<file path="config.mk">
export PLATFORM = sky130hd
export DESIGN_NAME = vreg_status_file
export DESIGN_NICKNAME = d
export VERILOG_FILES = /design/src/rtl/vreg_status_file_pkg.sv /design/src/rtl/vreg_query_port.sv /design/src/rtl/vreg_status_file.sv
export SDC_FILE = /design/constraint.sdc
export NUM_CORES = 2
export LEC_CHECK = 0
export ABC_AREA = 0
export BUFFER_PORTS_ARGS = -buffer_cell sky130_fd_sc_hd__buf_4
export CAP_MARGIN = 20
export CORE_ASPECT_RATIO = 1.1
export CORE_MARGIN = 2
export CORE_UTILIZATION = 35
export CTS_CLUSTER_SIZE = 25
export DETAILED_ROUTE_END_ITERATION = 8
export PLACE_DENSITY = 0.55
export SLEW_MARGIN = 5
export SYNTH_ARGS = -nofsm -noshare
export SYNTH_HDL_FRONTEND = slang
export SYNTH_SLANG_ARGS = --single-unit
</file>
<file path="constraint.sdc">
create_clock -name clk -period 3.52 [get_ports clk]
set_input_delay 0.176 -clock clk [delete_from_list [all_inputs] [get_ports clk]]
set_output_delay 0.176 -clock clk [all_outputs]
set_load 0.05 [all_outputs]
</file>
<file path="src/rtl/vreg_status_file_pkg.sv">
`default_nettype none
// +------------------------------------------------------------------------+
// | Module      : vreg_status_file_pkg                                     |
// | Description : Shared sizing constants and types for the virtual        |
// |               register status file. The writeback merger and the       |
// |               reservation stations import the same package.            |
// |   VREG_NUM  : number of virtual registers (power of two)               |
// |   VREG_W    : vregid width, log2(VREG_NUM)                             |
// |   XLEN      : data width                                               |
// | Revision    : 1.0 - initial release                                    |
// +------------------------------------------------------------------------+
package vreg_status_file_pkg;

    localparam int VREG_NUM = 32;
    localparam int VREG_W   = 5;
    localparam int XLEN     = 32;

    typedef logic [VREG_W-1:0] vreg_id_t;
    typedef logic [XLEN-1:0]   xlen_t;

endpackage : vreg_status_file_pkg
`default_nettype wire

</file>
<file path="src/rtl/vreg_query_port.sv">
`default_nettype none
// +------------------------------------------------------------------------+
// | Module      : vreg_query_port                                          |
// | Description : One operand query port. Reads the ready bit and value    |
// |               of q_vregid from the stored arrays, combinationally.     |
// |               With VREG_STATUS_FILE_FORWARD_EN defined, an accepted    |
// |               same-cycle writeback to the queried id is bypassed.      |
// | Ports       : ready_arr_i / val_arr_i  - stored state                  |
// |               q_vregid_i               - queried index                 |
// |               fwd_en_i/fwd_vregid_i/fwd_val_i - bypass (macro only)    |
// |               q_ready_o / q_val_o      - query result                  |
// | Revision    : 1.0 - initial release                                    |
// +------------------------------------------------------------------------+
module vreg_query_port
    import vreg_status_file_pkg::*;
(
    input  logic [VREG_NUM-1:0]        ready_arr_i,
    input  xlen_t [VREG_NUM-1:0]       val_arr_i,
    input  vreg_id_t                   q_vregid_i,
`ifdef VREG_STATUS_FILE_FORWARD_EN
    input  logic                       fwd_en_i,
    input  vreg_id_t                   fwd_vregid_i,
    input  xlen_t                      fwd_val_i,
`endif
    output logic                       q_ready_o,
    output xlen_t                      q_val_o
);

`ifdef VREG_STATUS_FILE_FORWARD_EN
    always_comb begin
        q_ready_o = ready_arr_i[q_vregid_i];
        q_val_o   = val_arr_i[q_vregid_i];
        // Writeback landing this cycle wins over the stored copy.
        if (fwd_en_i && (fwd_vregid_i == q_vregid_i)) begin
            q_ready_o = 1'b1;
            q_val_o   = fwd_val_i;
        end
    end
`else
    always_comb begin
        q_ready_o = ready_arr_i[q_vregid_i];
        q_val_o   = val_arr_i[q_vregid_i];
    end
`endif

endmodule : vreg_query_port
`default_nettype wire

</file>
<file path="src/rtl/vreg_status_file.sv">
`default_nettype none
// +------------------------------------------------------------------------+
// | Module      : vreg_status_file                                         |
// | Description : Per-virtual-register ready bit and value store. Rename   |
// |               marks entries busy (alloc), the serialized writeback     |
// |               stream marks them ready and stores the value, flush      |
// |               makes every entry ready. Two combinational query ports   |
// |               serve the reservation stations; busy_cnt/full give       |
// |               rename back-pressure.                                    |
// | Ports       : clk, rst (sync, active-high), hci_rdy (global enable),   |
// |               flush, alloc_en/alloc_vregid, wb_en/wb_vregid/wb_val,    |
// |               q1_*/q2_* query ports, busy_cnt, full.                   |
// | Option      : VREG_STATUS_FILE_FORWARD_EN - same-cycle writeback       |
// |               bypass on the query ports.                               |
// | Revision    : 1.0 - initial release                                    |
// +------------------------------------------------------------------------+
module vreg_status_file
    import vreg_status_file_pkg::*;
(
    input  logic            clk,
    input  logic            rst,
    input  logic            hci_rdy,
    input  logic            flush,
    input  logic            alloc_en,
    input  vreg_id_t        alloc_vregid,
    input  logic            wb_en,
    input  vreg_id_t        wb_vregid,
    input  xlen_t           wb_val,
    input  vreg_id_t        q1_vregid,
    output logic            q1_ready,
    output xlen_t           q1_val,
    input  vreg_id_t        q2_vregid,
    output logic            q2_ready,
    output xlen_t           q2_val,
    output logic [VREG_W:0] busy_cnt,
    output logic            full
);

    localparam logic [VREG_W:0] c_CNT_MAX = (VREG_W+1)'(VREG_NUM);

    logic [VREG_NUM-1:0]  ready_q, ready_d;
    xlen_t [VREG_NUM-1:0] val_q, val_d;
    logic [VREG_W:0]      busy_cnt_q, busy_cnt_d;
    logic                 full_q, full_d;
    logic                 w_inc, w_dec;

    always_comb begin
        ready_d    = ready_q;
        val_d      = val_q;
        busy_cnt_d = busy_cnt_q;
        w_inc      = 1'b0;
        w_dec      = 1'b0;
        if (flush) begin
            ready_d    = '1;
            busy_cnt_d = '0;
        end else begin
            w_inc = alloc_en && ready_q[alloc_vregid];
            // A writeback to the id being allocated this cycle leaves the
            // entry busy, so it must not release a busy slot.
            w_dec = wb_en && !ready_q[wb_vregid]
                    && !(alloc_en && (alloc_vregid == wb_vregid));
            if (wb_en) begin
                ready_d[wb_vregid] = 1'b1;
                val_d[wb_vregid]   = wb_val;
            end
            // Applied after the writeback so alloc wins on a collision.
            if (alloc_en) begin
                ready_d[alloc_vregid] = 1'b0;
            end
            if (w_inc && !w_dec && (busy_cnt_q != c_CNT_MAX)) begin
                busy_cnt_d = busy_cnt_q + 1'b1;
            end else if (w_dec && !w_inc && (busy_cnt_q != '0)) begin
                busy_cnt_d = busy_cnt_q - 1'b1;
            end
        end
        full_d = (busy_cnt_d == c_CNT_MAX);
    end

    always_ff @(posedge clk) begin
        if (rst) begin
            ready_q    <= '1;
            val_q      <= '0;
            busy_cnt_q <= '0;
            full_q     <= 1'b0;
        end else if (hci_rdy) begin
            ready_q    <= ready_d;
            val_q      <= val_d;
            busy_cnt_q <= busy_cnt_d;
            full_q     <= full_d;
        end
    end

    assign busy_cnt = busy_cnt_q;
    assign full     = full_q;

`ifdef VREG_STATUS_FILE_FORWARD_EN
    logic w_fwd_en;
    assign w_fwd_en = wb_en && hci_rdy && !flush && !rst;
`endif

    vreg_query_port u_q1 (
        .ready_arr_i  (ready_q),
        .val_arr_i    (val_q),
        .q_vregid_i   (q1_vregid),
`ifdef VREG_STATUS_FILE_FORWARD_EN
        .fwd_en_i     (w_fwd_en),
        .fwd_vregid_i (wb_vregid),
        .fwd_val_i    (wb_val),
`endif
        .q_ready_o    (q1_ready),
        .q_val_o      (q1_val)
    );

    vreg_query_port u_q2 (
        .ready_arr_i  (ready_q),
        .val_arr_i    (val_q),
        .q_vregid_i   (q2_vregid),
`ifdef VREG_STATUS_FILE_FORWARD_EN
        .fwd_en_i     (w_fwd_en),
        .fwd_vregid_i (wb_vregid),
        .fwd_val_i    (wb_val),
`endif
        .q_ready_o    (q2_ready),
        .q_val_o      (q2_val)
    );

endmodule : vreg_status_file
`default_nettype wire

</file>
# After elaboration in Yosys (flattened, before gate mapping)
# Cells that the tools add are included.
[word_totals]
ff_bits = 1063
input_bits = 58
output_inout_bits = 73
wordCells = 92
[op_classes]
add_sub_neg = 2
order_cmp = 6
eq_ne = 3
n_mux = 26
bitwise = 4
reduce_logical = 16
[op_table]
columns = ["operator", "count"]
rows = [
  ["bitwise mux 1024 bit", 1],
  ["binary-select mux 32 bit (select 5 bit)", 2],
  ["two-way mux 32 bit", 7],
  ["demux 32 bit (select 5 bit)", 1],
  ["bitwise AND 32 bit", 1],
  ["inverter 32 bit", 1],
  ["bitwise OR 32 bit", 1],
  ["< comparator 5 x 6 -> 1 bit, second input constant", 4],
  ["binary-select mux 1 bit (select 5 bit)", 4],
  ["two-way mux 6 bit", 3],
  ["demux 1 bit (select 5 bit)", 2],
  ["greater-or-equal comparator 5 x 1 -> 1 bit, second input constant", 2],
  ["logical AND 1 bit", 10],
  ["adder 6 x 1 -> 6 bit, second input constant", 1],
  ["equality test 6 bit, second input constant", 1],
  ["two-way mux 1 bit", 6],
  ["!= test 6 bit, second input constant", 1],
  ["nonzero test 6 bit", 1],
  ["subtractor 6 x 1 -> 6 bit, second input constant", 1],
  ["equality test 5 bit", 1],
  ["logical NOT 1 bit", 4],
  ["AND reduction 3 bit", 1],
  ["inverter 1 bit", 1],
]

# Logic depth before layout (Yosys ltp)
[logic_depth]
depth_word = 11
ltp_mapped = 11
depth_no_buf = 9

# Cells and area by module
# Synthesis repeated with hierarchy kept, for this count alone.
[unflattened]
cells_unflattened = 7368
area_unflattened_um2 = 56686.9
[modules_own_cells]
columns = ["mod", "instances", "cells_each", "area_each_um2", "seq_area_each_um2"]
rows = [
  ["vreg_status_file", 1, 4974, 38224.2, 21280.4],
  ["vreg_query_port", 2, 1197, 9231.4, 0.0],
]

# Worst setup path after synthesis
# OpenSTA, ideal clock, no wires.
[synth_timing]
path_type = "input to output"
from = "in q1_vregid[0]"
to = "out q1_val[0]"
arrival_ns = 2.687
required_time_ns = 3.344
setup_slack_ns = 0.657
cell_stages = 6
n_path_buf = 3
path_cell_list = "clkbuf_1 buf_1 buf_1 mux4_2 mux4_2 mux2_2"
[synth_via]
elab_chain_len = 2
[synth_lines]
columns = ["item", "line_no", "text"]
rows = [
  ["start, declared", "vreg_status_file.sv:29", "input vreg_id_t q1_vregid,"],
  ["binary-select mux 32 bit (select 5 bit)", "vreg_query_port.sv:42", "q_val_o = val_arr_i[q_vregid_i];"],
  ["two-way mux 32 bit (not written as such)", "vreg_query_port.sv:42", ""],
  ["end, declared", "vreg_status_file.sv:31", "output xlen_t q1_val,"],
]
# Every way passes these cells. The select of a mux whose other input is x is not followed.

# Final worst setup path
[layout_timing]
from = "reg ready_q[11]"
to = "reg full_q, in the netlist full"
[layout_via]
elab_chain_len = 11
elab_cells_between_ends = 18
classes_between = "eq/ne (1); mux (7); reduce/logical (10)"
[layout_lines]
columns = ["item", "line_no", "text"]
rows = [
  ["start, declared", "vreg_status_file.sv:41", "logic [VREG_NUM-1:0] ready_q, ready_d;"],
  ["start signal, assigned", "vreg_status_file.sv:86", "ready_q <= ready_d;"],
  ["binary-select mux 1 bit (select 5 bit)", "vreg_status_file.sv:60", "w_dec = wb_en && !ready_q[wb_vregid]"],
  ["two-way mux 1 bit (not written as such)", "vreg_status_file.sv:60", ""],
  ["logical NOT 1 bit", "vreg_status_file.sv:60", ""],
  ["logical AND 1 bit", "vreg_status_file.sv:60", ""],
  ["logical AND 1 bit", "vreg_status_file.sv:61", "&& !(alloc_en && (alloc_vregid == wb_vregid));"],
  ["logical AND 1 bit / logical NOT 1 bit (equally long branches)", "vreg_status_file.sv:72, vreg_status_file.sv:70", ""],
  ["logical AND 1 bit, on equally long branches", "vreg_status_file.sv:72, vreg_status_file.sv:70", ""],
  ["two-way mux 6 bit / logical AND 1 bit (equally long branches)", "vreg_status_file.sv:72, vreg_status_file.sv:70", ""],
  ["two-way mux 6 bit *", "vreg_status_file.sv:70", "if (w_inc && !w_dec && (busy_cnt_q != c_CNT_MAX)) begin"],
  ["two-way mux 6 bit *", "vreg_status_file.sv:53", "if (flush) begin"],
  ["equality test 6 bit *", "vreg_status_file.sv:76", "full_d = (busy_cnt_d == c_CNT_MAX);"],
  ["end signal, assigned", "vreg_status_file.sv:89", "full_q <= full_d;"],
  ["end, declared", "vreg_status_file.sv:44", "logic full_q, full_d;"],
]
# Mark *: on every way between the ends. The rest lies on a longest branch, timed or not. The select of a mux whose other input is x is not followed.
# A chain may end at the register's enable or synchronous reset.

==> impl_metrics.toml <==
[cells_and_area]
layout-drive-gt1-share = 0.226
final_nets = 5769
syn2layout_area_growth_pct = 15.2
stdcell_area_sq_mm = 0.0627
num-fill-cells = 15100
num_antenna_cells = 0

[floorplanning]
ios = 131
die_h_microns = 417
rows = 151
die-area_sq_mm = 0.159
die_x_microns = 380
core_area_sq_mm = 0.154
start_util = 0.353

[yosys]
synth.mux.area_fraction = 0.295
ys_seq_elements = 1063
synth_top_family_by_area = "multiplexers"
synthAdderAreaFrac = 0.000690
synth_cells = 5848
syn_avg_cell_area_sq_um = 9.30
syn_area_sq_mm = 0.0544
yosysSeqAreaShare = 0.391
yosysWarnings = 0
ys.flop_type = "dfxtp_1"
synth_xor_area_frac = 0.00113
synth_compound_area_frac = 0.109
synthArstFlopShare = 0
ys_types = 58
synth_edf_count = 0
yosys.area_share.simple = 0.161
syn_nets = 5909

[worst_setup_path]
required_ns = 4.11
critPathTopFamily = "simple AND/OR/NAND/NOR gates"
path_buf_inv = 0
cp_max_fo = 6
cp-start-kind = "flip-flop"
cpPeakStageDelay_ns = 0.51
path_cells = "mux4_2, a22oi_1, and3_1, nand3_1, and3_2, and3_1, o311ai_1, o31ai_2"
crit_arrival_ns = 3.47
worst_setup_path_end_kind = "flip-flop"
crit_type = "reg -> reg"
cp_slowest_cell = "mux4_2"
crit_top_cell = "and3_1"

[clock_network]
cts_tree = "built"
ctsLongestPathBuffers = 3
clock-sinks = 1063
htreeDepth = 3
postCtsSetupRepairBufs = 0
clkLatencyLatePin_ns = 0.76
root_buffer = "clkbuf_16"
numCtsBuffers = 112
clk_pin_slew_worst_paths_ns = 0.07

[pwr]
static-leakage-power_uw = 0.0198
vdd_drop_max_v = 0.000401
power.density_mw_per_mm2 = 423

[sta]
clock.fmax_mhz = 348
timing.final.crit_share = 0.817
timing.final.hold_violations = 0
fin_setup_tns_ns = 0
setup_viol = 0
relSlewSlack = 0.260
worst_pin_slew_ns = 1.10
clock_skew_ns = 0.0488
fin_crit_ns = 2.88
rsz0062_at_grt = "false"
maxSlewViolCount = 0

[place]
gp_congestion = 0.900
dpl.hpwl_microns = 121000
numPortBuffers = 130
placed_cell_area_sq_mm = 0.0584

[routing]
drt-wirelength-per-cell_microns = 26.9
postRouteAntennaNets = 0
firstDrtPassIters = 6
drt_iter0_drc = 5244
wirelength_microns = 212000
drc = 0
via_per_inst = 5.88
vias = 46300

[global_route]
grt.total_usage = 0.260
grt_antenna_before_repair = 2
grt_pass1_wl_microns = 307000
grt_max_degree = 132
overflow = 0
grt_pass1_vias = 44600

[flow_run]
drv_cap = 0

[hold_path]
worstHoldPathType = "in -> reg"

[status]
status = "complete, no violations"
[registers in the layout, summed over array words and instances (netlist names)]
name      flops
val_q      1024
busy_cnt      6
full          1
ready_q      32
[kinds of logic (layout without fill, tap and decap cells)]
| kind of cell | count (synthesis) | after routing |
|---|---|---|
| AOI/OAI and AO/OA | 1156 | 1156 |
| xor gates and xnor gates | 7 | 7 |
| adders and majority gates | 3 | 3 |
| buffers and inverters | 603 | 558 |
| DFF | 1063 | 1063 |
| muxes | 757 | 757 |
| and+or+nand+nor | 2259 | 2259 |
[synthesized netlist by cell type, types with 2 or more instances]
master,number,share of area
mux2_4,2,0.00055
o21ai_0,15,0.0014
dfxtp_1,1063,0.39
ha_1,3,0.00069
nor3_1,5,0.00046
a22oi_1,3,0.00041
xnor2_1,6,0.00097
nor4_1,7,0.00081
buf_6,4,0.00083
and3b_1,3,0.00048
nand3_1,9,0.00083
mux2i_1,13,0.0024
nand4_1,2,0.00023
mux2_2,73,0.015
o21a_1,2,0.00028
nor2_1,62,0.0043
buf_1,61,0.0042
a21oi_1,1084,0.10
o211ai_1,4,0.00055
or3_1,3,0.00035
nand2_1,2097,0.14
nand2b_1,30,0.0035
o22ai_1,30,0.0035
clkbuf_1,523,0.036
nor2b_1,5,0.00058
a221oi_1,2,0.00032
nor3b_2,2,0.00046
or3b_2,2,0.00032
buf_2,9,0.00083
nor3b_1,4,0.00055
mux4_2,668,0.28
nand3b_1,5,0.00069
and3_1,8,0.00092
inv_1,6,0.00041
a31oi_1,4,0.00046
and3_2,2,0.00028
or2_2,6,0.00069
[worst reg2reg max path, delay by kind of cell (launching register included)]
family | cells | cell delay [ns]
compound gates | 3 | 0.79
flops | 1 | 0.36
mux | 1 | 0.51
simple gates | 4 | 1.06
[per-layer routing]
| metal | GRT usage | vias to the layer above | part of all wire |
|---|---|---|---|
| met5 | 0 | - | 0 |
| met4 | 0.125 | 0 | 0.051 |
| met3 | 0.0428 | 567 | 0.086 |
| met2 | 0.431 | 2334 | 0.48 |
| met1 | 0.331 | 23100 | 0.39 |
| li1 | - | 20300 | - |
[cells in the final DEF (no fill, tap or decap), drive strengths merged, types with 11 or more instances in the layout]
cell type and n:
nand2 2097, a21oi 1084, dfxtp 1063, mux4 668, buf 302, clkbuf 163
mux2 76, nor2 62, dlygate4sd3 41, nand2b 30, o22ai 30, clkinv 27
o21ai 15, mux2i 13, inv 11
[power breakdown]
part           switching (uW)  internal, uW
clock                    5390          7220
sequential               22.8         12100
combinational            1220           617
[timing repair]
item | 4_1_cts | 5_1_grt
endpoints found under the hold margin | 1052 | 0
gates resized for setup | 0 | 0
hold buffers | 41 | 0
[layout make-up]
| type | count | area (sq um) | share of cell area |
|---|---|---|---|
| Timing Repair Buffer | 343 | 3770 | 0.0602 |
| Clock buffer | 163 | 3280 | 0.0524 |
| Clock inverter | 46 | 579 | 0.00925 |
| Sequential cell | 1063 | 21300 | 0.340 |
| Multi-Input combinational cell | 4182 | 31100 | 0.497 |
| Inverter | 6 | 22.5 | 0.000359 |
| Tap cell | 2065 | 2580 | 0.0412 |
[worst paths after layout]
check	startpoint	to	slack, ns	cells past startpoint
max	ready_q[11]$_SDFFE_PP1P_	full$_SDFFE_PP0P_	0.64	8
min	wb_en	ready_q[15]$_SDFFE_PP1P_	0.1	6
min reg2reg	val_q[864]$_SDFFE_PP0P_	val_q[864]$_SDFFE_PP0P_	0.46	2
max reg2reg	ready_q[11]$_SDFFE_PP1P_	full$_SDFFE_PP0P_	0.64	8
[per-stage QoR]
stage               setup WS [ns]  total power (uW)  hold WS (ns)   util  instances
floorplan                   0.657             13500         0.312      -       5848
global placement            0.599             14100         0.448  0.379       7618
detailed placement          0.574             14100         0.456  0.379       7618
CTS                         0.649             26600        0.0601  0.406       7868
global route                0.517             27200         0.122  0.406       7868
finish                      0.643             26500        0.0956  0.406       7868
No activity file was read; power rests on OpenSTA's default activity.
